File: config.mk
export PLATFORM = sky130hd
export DESIGN_NAME = aes_uart_sequencer_flat
export DESIGN_NICKNAME = d
export VERILOG_FILES = /design/src/rtl/aes_seq_pkg.sv /design/src/rtl/aes_uart_sequencer_if.sv /design/src/rtl/aes_seq_shiftreg.sv /design/src/rtl/aes_uart_sequencer.sv /design/src/flat_wrapper.sv
export SDC_FILE = /design/constraint.sdc
export NUM_CORES = 1
export LEC_CHECK = 0
export BUFFER_PORTS_ARGS = -buffer_cell sky130_fd_sc_hd__buf_2
export CORE_MARGIN = 8
export CORE_UTILIZATION = 41
export CTS_BUF_LIST = sky130_fd_sc_hd__clkbuf_4
export CTS_CLUSTER_SIZE = 20
export DETAILED_ROUTE_END_ITERATION = 10
export PLACE_DENSITY = 0.75
export SLEW_MARGIN = 20
export SYNTH_ARGS = -nofsm -noshare
export SYNTH_HDL_FRONTEND = slang
export SYNTH_SLANG_ARGS = --single-unit
File: constraint.sdc
create_clock -name clk -period 14.1 [get_ports clk]
set_input_delay 0.705 -clock clk [delete_from_list [all_inputs] [get_ports clk]]
set_output_delay 0.705 -clock clk [all_outputs]
set_load 0.01 [all_outputs]
File: src/rtl/aes_seq_pkg.sv
// Shared types and constants for the AES/UART command sequencer.
// Command and reply byte codes, FSM state encoding, ciphertext byte select.
package aes_seq_pkg;

    localparam int AES_BLOCK_BYTES = 16;

    localparam logic [7:0] CMD_KEY     = 8'h4B;  // 'K'
    localparam logic [7:0] CMD_SEED    = 8'h4D;  // 'M'
    localparam logic [7:0] CMD_PT      = 8'h50;  // 'P'
    localparam logic [7:0] RSP_UNKNOWN = 8'h3F;  // '?'
    localparam logic [7:0] RSP_ERR     = 8'h45;  // 'E'

    typedef enum logic [2:0] {
        ST_IDLE,
        ST_LOAD_KEY,
        ST_LOAD_SEED,
        ST_LOAD_PT,
        ST_START,
        ST_WAIT,
        ST_SEND,
        ST_ERR
    } seq_state_e;

    // Byte idx of a 128-bit block, idx 0 being the most significant byte.
    function automatic logic [7:0] ct_byte(input logic [127:0] blk, input logic [3:0] idx);
        return blk[127 - 8*int'(idx) -: 8];
    endfunction

endpackage

File: src/rtl/aes_uart_sequencer_if.sv
// UART byte link and AES core signals seen by the sequencer.
// master = sequencer side, slave = UART/AES harness side.
interface aes_uart_sequencer_if #(
    parameter int SEED_BYTES = 4
);
    logic                    rx_valid;
    logic [7:0]              rx_data;
    logic [7:0]              tx_data;
    logic                    tx_valid;
    logic                    tx_ready;
    logic [127:0]            aes_key;
    logic [127:0]            aes_plaintext;
    logic [8*SEED_BYTES-1:0] aes_seed;
    logic                    aes_start;
    logic                    aes_busy;
    logic                    aes_done;
    logic [127:0]            aes_ciphertext;

    modport master (
        input  rx_valid, rx_data, tx_ready, aes_busy, aes_done, aes_ciphertext,
        output tx_data, tx_valid, aes_key, aes_plaintext, aes_seed, aes_start
    );

    modport slave (
        output rx_valid, rx_data, tx_ready, aes_busy, aes_done, aes_ciphertext,
        input  tx_data, tx_valid, aes_key, aes_plaintext, aes_seed, aes_start
    );
endinterface

File: src/rtl/aes_seq_shiftreg.sv
// Byte-wide load shift register: each load shifts a byte in at the LSB end,
// so the first byte of a full load ends up in the most significant byte.
module aes_seq_shiftreg #(
    parameter int BYTES = 16
) (
    input  logic               clk,
    input  logic               reset,
    input  logic               load_i,
    input  logic [7:0]         byte_i,
    output logic [8*BYTES-1:0] value_o
);

    logic [8*BYTES-1:0] value_q;
    logic [8*BYTES-1:0] value_d;

    if (BYTES == 1) begin : g_single
        assign value_d = byte_i;
    end else begin : g_multi
        assign value_d = {value_q[8*BYTES-9:0], byte_i};
    end

    // NOTE: sequential state uses non-blocking assignments only, so every
    // register samples pre-edge values regardless of block ordering.
    always_ff @(posedge clk or posedge reset) begin
        if (reset) begin
            value_q <= '0;
        end else if (load_i) begin
            value_q <= value_d;
        end
    end

    assign value_o = value_q;

endmodule

File: src/rtl/aes_uart_sequencer.sv
// Host byte-command sequencer for the masked AES core: loads key/seed/plaintext,
// starts one encryption and streams the ciphertext (or a reply byte) to the UART.
module aes_uart_sequencer
    import aes_seq_pkg::*;
#(
    parameter int SEED_BYTES     = 4,
    parameter int TIMEOUT_CYCLES = 4096
) (
    input  logic                 clk,
    input  logic                 reset,
    aes_uart_sequencer_if.master bus,
    output logic                 done,
    output logic                 overrun
);

    localparam int SEED_W = 8 * SEED_BYTES;
    localparam int TMO_W  = $clog2(TIMEOUT_CYCLES);

    seq_state_e         state_q;
    logic [4:0]         cnt_q;
    logic [TMO_W-1:0]   tmo_q;
    logic [3:0]         idx_q;
    logic [127:0]       ct_q;
    logic [7:0]         rsp_q;
    logic               done_q;
    logic               overrun_q;

    logic               key_ld;
    logic               seed_ld;
    logic               pt_ld;
    logic               last_byte;
    logic [7:0]         tx_byte;
    logic [127:0]       key_w;
    logic [127:0]       pt_w;
    logic [SEED_W-1:0]  seed_w;

    assign key_ld    = (state_q == ST_LOAD_KEY)  && bus.rx_valid;
    assign seed_ld   = (state_q == ST_LOAD_SEED) && bus.rx_valid;
    assign pt_ld     = (state_q == ST_LOAD_PT)   && bus.rx_valid;
    assign last_byte = (cnt_q == 5'd1);

    aes_seq_shiftreg #(.BYTES(AES_BLOCK_BYTES)) u_key (
        .clk     (clk),
        .reset   (reset),
        .load_i  (key_ld),
        .byte_i  (bus.rx_data),
        .value_o (key_w)
    );

    aes_seq_shiftreg #(.BYTES(AES_BLOCK_BYTES)) u_pt (
        .clk     (clk),
        .reset   (reset),
        .load_i  (pt_ld),
        .byte_i  (bus.rx_data),
        .value_o (pt_w)
    );

    aes_seq_shiftreg #(.BYTES(SEED_BYTES)) u_seed (
        .clk     (clk),
        .reset   (reset),
        .load_i  (seed_ld),
        .byte_i  (bus.rx_data),
        .value_o (seed_w)
    );

    always_ff @(posedge clk or posedge reset) begin
        if (reset) begin
            state_q   <= ST_IDLE;
            cnt_q     <= '0;
            tmo_q     <= '0;
            idx_q     <= '0;
            ct_q      <= '0;
            rsp_q     <= '0;
            done_q    <= 1'b0;
            overrun_q <= 1'b0;
        end else begin
            if (bus.rx_valid && (state_q inside {ST_START, ST_WAIT, ST_SEND, ST_ERR})) begin
                overrun_q <= 1'b1;
            end

            case (state_q)
                ST_IDLE: begin
                    if (bus.rx_valid) begin
                        done_q <= 1'b0;
                        case (bus.rx_data)
                            CMD_KEY: begin
                                cnt_q   <= 5'(AES_BLOCK_BYTES);
                                state_q <= ST_LOAD_KEY;
                            end
                            CMD_SEED: begin
                                cnt_q   <= 5'(SEED_BYTES);
                                state_q <= ST_LOAD_SEED;
                            end
                            CMD_PT: begin
                                cnt_q   <= 5'(AES_BLOCK_BYTES);
                                state_q <= ST_LOAD_PT;
                            end
                            default: begin
                                rsp_q   <= RSP_UNKNOWN;
                                state_q <= ST_ERR;
                            end
                        endcase
                    end
                end

                ST_LOAD_KEY, ST_LOAD_SEED, ST_LOAD_PT: begin
                    if (bus.rx_valid) begin
                        cnt_q <= cnt_q - 5'd1;
                        if (last_byte) begin
                            state_q <= (state_q == ST_LOAD_PT) ? ST_START : ST_IDLE;
                        end
                    end
                end

                // aes_start is decoded from this state, so it can never outlast one cycle.
                ST_START: begin
                    if (!bus.aes_busy) begin
                        tmo_q   <= '0;
                        state_q <= ST_WAIT;
                    end
                end

                ST_WAIT: begin
                    if (bus.aes_done) begin
                        ct_q    <= bus.aes_ciphertext;
                        idx_q   <= '0;
                        state_q <= ST_SEND;
                    end else if (tmo_q == TMO_W'(TIMEOUT_CYCLES - 1)) begin
                        rsp_q   <= RSP_ERR;
                        state_q <= ST_ERR;
                    end else begin
                        tmo_q <= tmo_q + 1'b1;
                    end
                end

                ST_SEND: begin
                    if (bus.tx_ready) begin
                        if (idx_q == 4'(AES_BLOCK_BYTES - 1)) begin
                            done_q  <= 1'b1;
                            state_q <= ST_IDLE;
                        end else begin
                            idx_q <= idx_q + 4'd1;
                        end
                    end
                end

                ST_ERR: begin
                    if (bus.tx_ready) begin
                        state_q <= ST_IDLE;
                    end
                end

                default: state_q <= ST_IDLE;
            endcase
        end
    end

    // NOTE: every variable assigned in always_comb gets a default first,
    // otherwise an unlisted case would infer a latch.
    always_comb begin
        tx_byte = 8'h00;
        case (state_q)
            ST_SEND: tx_byte = ct_byte(ct_q, idx_q);
            ST_ERR:  tx_byte = rsp_q;
            default: tx_byte = 8'h00;
        endcase
    end

    // Outputs decode directly from registers so async reset clears them at once.
    assign bus.tx_valid      = (state_q == ST_SEND) || (state_q == ST_ERR);
    assign bus.tx_data       = tx_byte;
    assign bus.aes_start     = (state_q == ST_START) && !bus.aes_busy;
    assign bus.aes_key       = key_w;
    assign bus.aes_plaintext = pt_w;
    assign bus.aes_seed      = seed_w;
    assign done              = done_q;
    assign overrun           = overrun_q;

endmodule
File: src/flat_wrapper.sv
// flat-port wrapper written by rule: the top's interface ports become plain ports
module aes_uart_sequencer_flat import aes_seq_pkg::*;
#(
    parameter int SEED_BYTES     = 4,
    parameter int TIMEOUT_CYCLES = 4096
)
  (clk, reset, done, overrun, bus_rx_valid, bus_rx_data, bus_tx_ready, bus_aes_busy, bus_aes_done, bus_aes_ciphertext, bus_tx_data, bus_tx_valid, bus_aes_key, bus_aes_plaintext, bus_aes_seed, bus_aes_start);
  aes_uart_sequencer_if #(.SEED_BYTES(SEED_BYTES)) bus_i ();
  input  logic clk;
  input  logic reset;
  output logic done;
  output logic overrun;
  input wire logic [$bits(bus_i.rx_valid)-1:0] bus_rx_valid;
  input wire logic [$bits(bus_i.rx_data)-1:0] bus_rx_data;
  input wire logic [$bits(bus_i.tx_ready)-1:0] bus_tx_ready;
  input wire logic [$bits(bus_i.aes_busy)-1:0] bus_aes_busy;
  input wire logic [$bits(bus_i.aes_done)-1:0] bus_aes_done;
  input wire logic [$bits(bus_i.aes_ciphertext)-1:0] bus_aes_ciphertext;
  output wire logic [$bits(bus_i.tx_data)-1:0] bus_tx_data;
  output wire logic [$bits(bus_i.tx_valid)-1:0] bus_tx_valid;
  output wire logic [$bits(bus_i.aes_key)-1:0] bus_aes_key;
  output wire logic [$bits(bus_i.aes_plaintext)-1:0] bus_aes_plaintext;
  output wire logic [$bits(bus_i.aes_seed)-1:0] bus_aes_seed;
  output wire logic [$bits(bus_i.aes_start)-1:0] bus_aes_start;
  assign bus_i.rx_valid = bus_rx_valid;
  assign bus_i.rx_data = bus_rx_data;
  assign bus_i.tx_ready = bus_tx_ready;
  assign bus_i.aes_busy = bus_aes_busy;
  assign bus_i.aes_done = bus_aes_done;
  assign bus_i.aes_ciphertext = bus_aes_ciphertext;
  assign bus_tx_data = bus_i.tx_data;
  assign bus_tx_valid = bus_i.tx_valid;
  assign bus_aes_key = bus_i.aes_key;
  assign bus_aes_plaintext = bus_i.aes_plaintext;
  assign bus_aes_seed = bus_i.aes_seed;
  assign bus_aes_start = bus_i.aes_start;
  aes_uart_sequencer #(.SEED_BYTES(SEED_BYTES), .TIMEOUT_CYCLES(TIMEOUT_CYCLES)) u_core (.clk(clk), .reset(reset), .bus(bus_i), .done(done), .overrun(overrun));
endmodule
==> impl_metrics.ini, run 1 <==
[route]
routed-via-count = 12077
ant_nets = 0
drc = 0
routed_wl_microns = 48730
routedWlPerCell_microns = 20.20
drt_iter0_drc = 667
avgViaCountPerCell = 5.005
detail_route.first_pass.iterations = 4

[critical_path]
worst-path-buf-inv = 2
crit_chain = buf_4 -> mux4_2 -> mux4_2 -> a22o_1 -> buf_2
crit_family = multiplexers
end_kind = output pin
cpMostUsedCell = mux4_2
critPathKind = flip-flop to output pin
slowest_delay_ps = 600
critPathSlowestCell = mux4_2
crit_arrival_ps = 3240
reg2reg_slack_ps = 10770
r2r_start = u_core.state_q[0]$_DFFE_PP0P_
critPathRequiredTime_ps = 13400
startpoint_type = flip-flop
timing.rr.end = u_core.ct_q[45]$_DFFE_PP0P_
cp_max_fo = 36
rr_worst_depth = 4

[sta]
skew_ps = 58.22
worst_pin_slew_ps = 1092
rsz0062_at_grt = false
fmax_ghz = 0.2535
slew_headroom = 0.2704
drv_slew = 0
finalSetupTns_ps = 0
post-route-period-util = 0.2798
timing.final.crit_period_ps = 3945
hold_violations = 0
fin_ws_ps = 10150
setup_viol = 0

[global_route]
grt_pass1_vias = 13000
grt_pass1_wl_microns = 75020
use_met3 = 0.06298
gr-usage-met1 = 0.2174
grt_max_degree = 167
grt_usage = 0.1874
globalRouteOverflowTotal = 0
grt.busiest_layer = met2
grt_use_met2 = 0.3175
antenna_found_initial = 8

[floorplanning]
die_h_microns = 226.3
die_area_sq_um = 51230
row_count = 77
start_util = 0.4129
core_area_sq_um = 43930
ios = 442
die_w_microns = 226.3

[cts]
cts_tree = done
clk_pin_slew_worst_paths_ps = 70
clock_latency_ps = 840
root_buffer = clkbuf_4
cts_buffer_depth = 3
cts_sinks = 445
post_cts_resized = 0
cts.htree.levels = 3
cts_buffers = 118

[worst_hold_path]
hp-class = input pin to flip-flop
hold_start = bus_aes_ciphertext[37]
holdPathEnd = u_core.ct_q[37]$_DFFE_PP0P_
whs_path_depth = 2

[yosys]
synth_seq_cells = 445
syn-num-nets = 1303
synth_seq_area_share = 0.6139
ys_types = 47
synth.yosys.warnings = 0
syn_area_sq_um = 18140
synthCells = 1157
avgSynthCellArea_sq_um = 15.68
synth_edf_count = 0
async_flop_share = 1.000
ys.flop_type = dfrtp_1

[final_layout]
area_delta_synth_final_pct = 27.72
final_core_util = 0.5274
layout.nets = 1882
final_cell_area_sq_um = 23170
layout_common_cells = 444 x dfrtp_1, 441 x buf_2, 424 x mux2_2
final_common_cell = dfrtp_1
n_fill_cell = 3692
final_layout_size_suffix_gt1_frac = 0.6083

[power_and_ir_drop]
power.total_w = 0.004042
p_int_w = 0.002798
p_sw_frac = 0.3078
p_leak_nw = 11.90
p_comb_frac = 0.271
pwr-share-clk = 0.278
ir_worst_vdd_v = 0.0001188
switchingPower_w = 0.001244
seq_power_share = 0.451
powerDensity_nw_per_um2 = 174.4

[placement]
gp_congestion = 0.8143
port_buffers = 441
post-place-ws_ps = 10460
post_dp_cell_area_sq_um = 20900
hpwl_microns = 33990

[flow_run]
maxCapViolCount = 0

[outcome]
status = finished, final reports clean
-- sequential cells by signal, indices dropped and copies added, names as in the netlist, 3 cells and up --
name                   flops
u_core.u_pt.value_o      128
u_core.tmo_q              12
u_core.u_key.value_o     128
u_core.state_q             3
u_core.rsp_q               3
u_core.u_seed.value_o     32
u_core.idx_q               4
u_core.ct_q              128
u_core.cnt_q               5
-- what timing repair did --
item | 4_1_cts | 5_1_grt
hold buffers | 76 | 0
endpoints found under the hold margin | 88 | 0
setup buffers | 0 | 0
-- synthesized netlist by cell type, drive strengths merged (4+ instances only) --
library cell    n  share of area
a21oi           8         0.0022
dfrtp         445           0.61
nor2           20         0.0043
a211oi          5         0.0021
ha              4         0.0028
mux2i           8         0.0044
xnor2           8         0.0039
mux2          424           0.26
o31ai           4         0.0017
nand2          28         0.0058
nor3            5         0.0014
o211ai          6         0.0025
buf            46          0.013
nand4           4         0.0014
nor2b           8         0.0028
inv             5         0.0010
xor2            4         0.0019
clkbuf         22         0.0046
and2            5         0.0017
nand3          11         0.0030
o21ai          15         0.0041
and3            4         0.0014
nand2b          5         0.0017
mux4           33          0.041
-- stage by stage --
| stage | instances | hold slack [ps] |
|---|---|---|
| after floorplan | 1157 | 434.6 |
| after global placement | 2132 | 437.6 |
| after detailed placement | 2132 | 439.8 |
| after CTS | 2407 | 0.7133 |
| after global routing | 2410 | 34.93 |
| final | 2413 | 120.8 |
-- worst max path at each step --
stage	end	from	slack, ps	depth (start not counted)
floorplan	u_core.cnt_q[0]$_DFFE_PP0P_	reset	990	1
global placement	u_core.idx_q[0]$_DFFE_PP0P_	reset	10530	4
detailed placement	u_core.idx_q[0]$_DFFE_PP0P_	reset	10460	4
CTS	bus_tx_data[6]	u_core.idx_q[0]$_DFFE_PP0P_	9980	5
global route	bus_tx_data[6]	u_core.idx_q[0]$_DFFE_PP0P_	9940	5
finish	bus_tx_data[6]	u_core.idx_q[0]$_DFFE_PP0P_	10150	5
-- layer usage --
metal	up-vias	wire [microns]
li1	5423	-
met4	2	1313
met2	447	24210
met5	-	12
met1	6133	18910
met3	72	4289
-- layout make-up --
cell class / count / area [sq um] / share of cell area
sequential: 445 / 11140 / 0.4807
multi-input combinational: 639 / 6698 / 0.2891
timing repair buffer: 527 / 3063 / 0.1322
clock buffer: 173 / 1299 / 0.05606
tap: 592 / 740.7 / 0.03197
clock inverter: 26 / 190.2 / 0.008209
inverter: 5 / 26.28 / 0.001134
antenna: 6 / 15.01 / 0.0006481
-- power by group through the flow --
| stage | sequential, W | combinational, W | clock, W |
|---|---|---|---|
| after global routing | 0.00186 | 0.00118 | 0.00124 |
| after CTS | 0.00182 | 0.00111 | 0.00117 |
| after floorplan | 0.00181 | 0.000729 | 0 |
| final | 0.00182 | 0.00110 | 0.00112 |
| after detailed placement | 0.00184 | 0.00109 | 0 |
| after global placement | 0.00182 | 0.00105 | 0 |
-- cells by family after synthesis --
| logic type | synth area share |
|---|---|
| and+or+nand+nor | 0.03035 |
| buffers and inverters | 0.01842 |
| DFF | 0.6139 |
| adders and majority gates | 0.002759 |
| muxes | 0.3086 |
| xor gates and xnor gates | 0.005794 |
| AOI/OAI and AO/OA | 0.02021 |
No activity file was read; power rests on OpenSTA's default activity.
==> run 2, diff against run 1 <==
--- a/config.mk
+++ b/config.mk
@@ -11,7 +11,7 @@
 export CTS_BUF_LIST = sky130_fd_sc_hd__clkbuf_4
 export CTS_CLUSTER_SIZE = 20
 export DETAILED_ROUTE_END_ITERATION = 10
-export PLACE_DENSITY = 0.75
+export PLACE_DENSITY = 0.73
 export SLEW_MARGIN = 20
 export SYNTH_ARGS = -nofsm -noshare
 export SYNTH_HDL_FRONTEND = slang
==> constraint.sdc (replaced) <==
create_clock -name clk -period 3.8 [get_ports clk]
set_input_delay 0.19 -clock clk [delete_from_list [all_inputs] [get_ports clk]]
set_output_delay 0.19 -clock clk [all_outputs]
set_load 0.01 [all_outputs]
==> impl_metrics.ini, run 2 (same netlist as run 1, synthesis figures left out) <==
[placement]
hpwl_microns = 35020
port_buffers = 441
gp_congestion = 0.8219

[route]
detail_route.first_pass.iterations = 4
routedWlPerCell_microns = 20.17
ant_nets = 0
dr_wl_met2_microns = 24680
routed_wl_microns = 50020
top_layer = met4
routed-via-count = 12362
avgViaCountPerCell = 4.985
wl_met1_microns = 19290
drt_iter0_drc = 661
wl_met3_microns = 4335
drc = 0

[sta]
post-route-period-util = 0.8578
fmax_ghz = 0.3068
worst_pin_slew_ps = 802.4
skew_ps = 37.30
timing.final.crit_period_ps = 3260
hold_violations = 0
drv_slew = 0
rsz0062_at_grt = false
setup_viol = 0
slew_headroom = 0.4651

[critical_path]
reg2reg_slack_ps = 1180
critPathSlowestCell = dfrtp_2
end_kind = output pin
crit_family = multiplexers
startpoint_type = flip-flop
rr_worst_depth = 4
crit_arrival_ps = 3070
worst-path-buf-inv = 2
critPathKind = flip-flop to output pin
crit_chain = buf_4 -> mux4_2 -> mux2_2 -> nand2_1 -> o211ai_1 -> buf_2
critPathRequiredTime_ps = 3610
cp_max_fo = 15
timing.rr.end = u_core.ct_q[98]$_DFFE_PP0P_
slowest_delay_ps = 630
r2r_start = u_core.state_q[0]$_DFFE_PP0P_
startpoint = u_core.idx_q[0]$_DFFE_PP0P_

[final_layout]
multi_input_area_sq_um = 6706
layout_common_cells = 444 x dfrtp_1, 441 x buf_2, 424 x mux2_2
layout.nets = 1957
final_layout_size_suffix_gt1_frac = 0.5867
final_common_cell = dfrtp_1
final-seq-area_sq_um = 11140
area_delta_synth_final_pct = 31.85
n_fill_cell = 3604
final_core_util = 0.5444

[worst_hold_path]
whs_path_depth = 3
hold_start = bus_aes_ciphertext[61]
hp-class = input pin to flip-flop
holdPathEnd = u_core.ct_q[61]$_DFFE_PP0P_

[cts]
cts_buffers = 113
clk_pin_slew_worst_paths_ps = 70
clock_latency_ps = 820
cts_tree = done
cts_sinks = 445
cts.htree.levels = 3
cts_buffer_depth = 3
root_buffer = clkbuf_4
post_cts_resized = 0

[power_and_ir_drop]
p_int_w = 0.01027
ir_worst_vdd_v = 0.0003816
p_comb_frac = 0.277
p_sw_frac = 0.3101
switchingPower_w = 0.004618
seq_power_share = 0.458
powerDensity_nw_per_um2 = 622.6
power.total_w = 0.01489
pwr-share-clk = 0.266
p_leak_nw = 12.22

[global_route]
grt_usage = 0.1925
globalRouteOverflowTotal = 0
grt_pass1_wl_microns = 76990
grt_max_degree = 139
antenna_found_initial = 3
grt_pass1_vias = 13361

[outcome]
status = finished, final reports clean

[floorplanning]
row_count = 77
die_area_sq_um = 51230
die_w_microns = 226.3
ios = 442
core_area_sq_um = 43930
die_h_microns = 226.3
start_util = 0.4129

[flow_run]
maxCapViolCount = 0
run 2: cell count changes in the layout (fill, tap and decap cells not counted), moves of 2 or more:
cell           change
dlygate4sd3_1     +67
clkbuf_4          -12
buf_4              +8
buf_12             +7
diode_2            -3
buf_6              -2
clkinv_4           +2
run 2: repair_timing:
action,4_1_cts,5_1_grt
hold endpoints to repair,254,0
setup endpoints to repair,0,0
setup buffers,0,0
hold buffers,143,0
run 2: worst register-to-register path, delay by kind of cell, from the launching register on:
family,cells,cell delay (ps)
buffers and inverters,1,440
multiplexers,1,400
AND/OR/NAND/NOR,2,1000
flip-flops,1,680
run 2: cell type report:
type                       count  share of cell area
clock buffer                 161             0.05054
tap                          592             0.03097
multi-input combinational    639              0.2804
timing repair buffer         607              0.1635
sequential                   445              0.4657
antenna                        3           0.0003139
clock inverter                28            0.007638
inverter                       5           0.0009417
run 2: metrics by stage:
stage | hold slack [ps] | TNS (ps) | area [sq um] | cells | setup WS [ps]
finish | 142.2 | 0 | 23920 | 2480 | 540.2
global route | 60.16 | 0 | 23920 | 2480 | 322.2
CTS | 11.46 | 0 | 23900 | 2477 | 379.3
detailed placement | 336.1 | 0 | 21080 | 2145 | 1263
global placement | 319.8 | 0 | 21080 | 2145 | 1325
floorplan | 291.0 | -1070310 | 18140 | 1157 | -2405
run 2: worst max path at each step:
stage | to | slack, ps | depth (start not counted)
6_report | bus_tx_data[4] | 540 | 6
5_1_grt | bus_tx_data[4] | 320 | 6
4_1_cts | bus_tx_data[4] | 380 | 6
3_5_place_dp | u_core.u_key.value_o[124]$_DFFE_PP0P_ | 1260 | 4
3_3_place_gp | u_core.u_key.value_o[120]$_DFFE_PP0P_ | 1320 | 4
2_1_floorplan | u_core.cnt_q[0]$_DFFE_PP0P_ | -2410 | 1
run 2: power by group through the flow:
stage	clock, W	sequential [W]	combinational, W
floorplan	0	0.00670	0.00271
global placement	0	0.00679	0.00388
detailed placement	0	0.00687	0.00400
CTS	0.00410	0.00678	0.00412
global route	0.00436	0.00697	0.00443
finish	0.00396	0.00682	0.00412
run 2: metal layers:
metal / vias up / global-route usage
met1: 6178 / 0.2223
li1: 5581 / -
met4: 0 / 0.08873
met5: - / 0
met3: 96 / 0.06260
met2: 507 / 0.3232
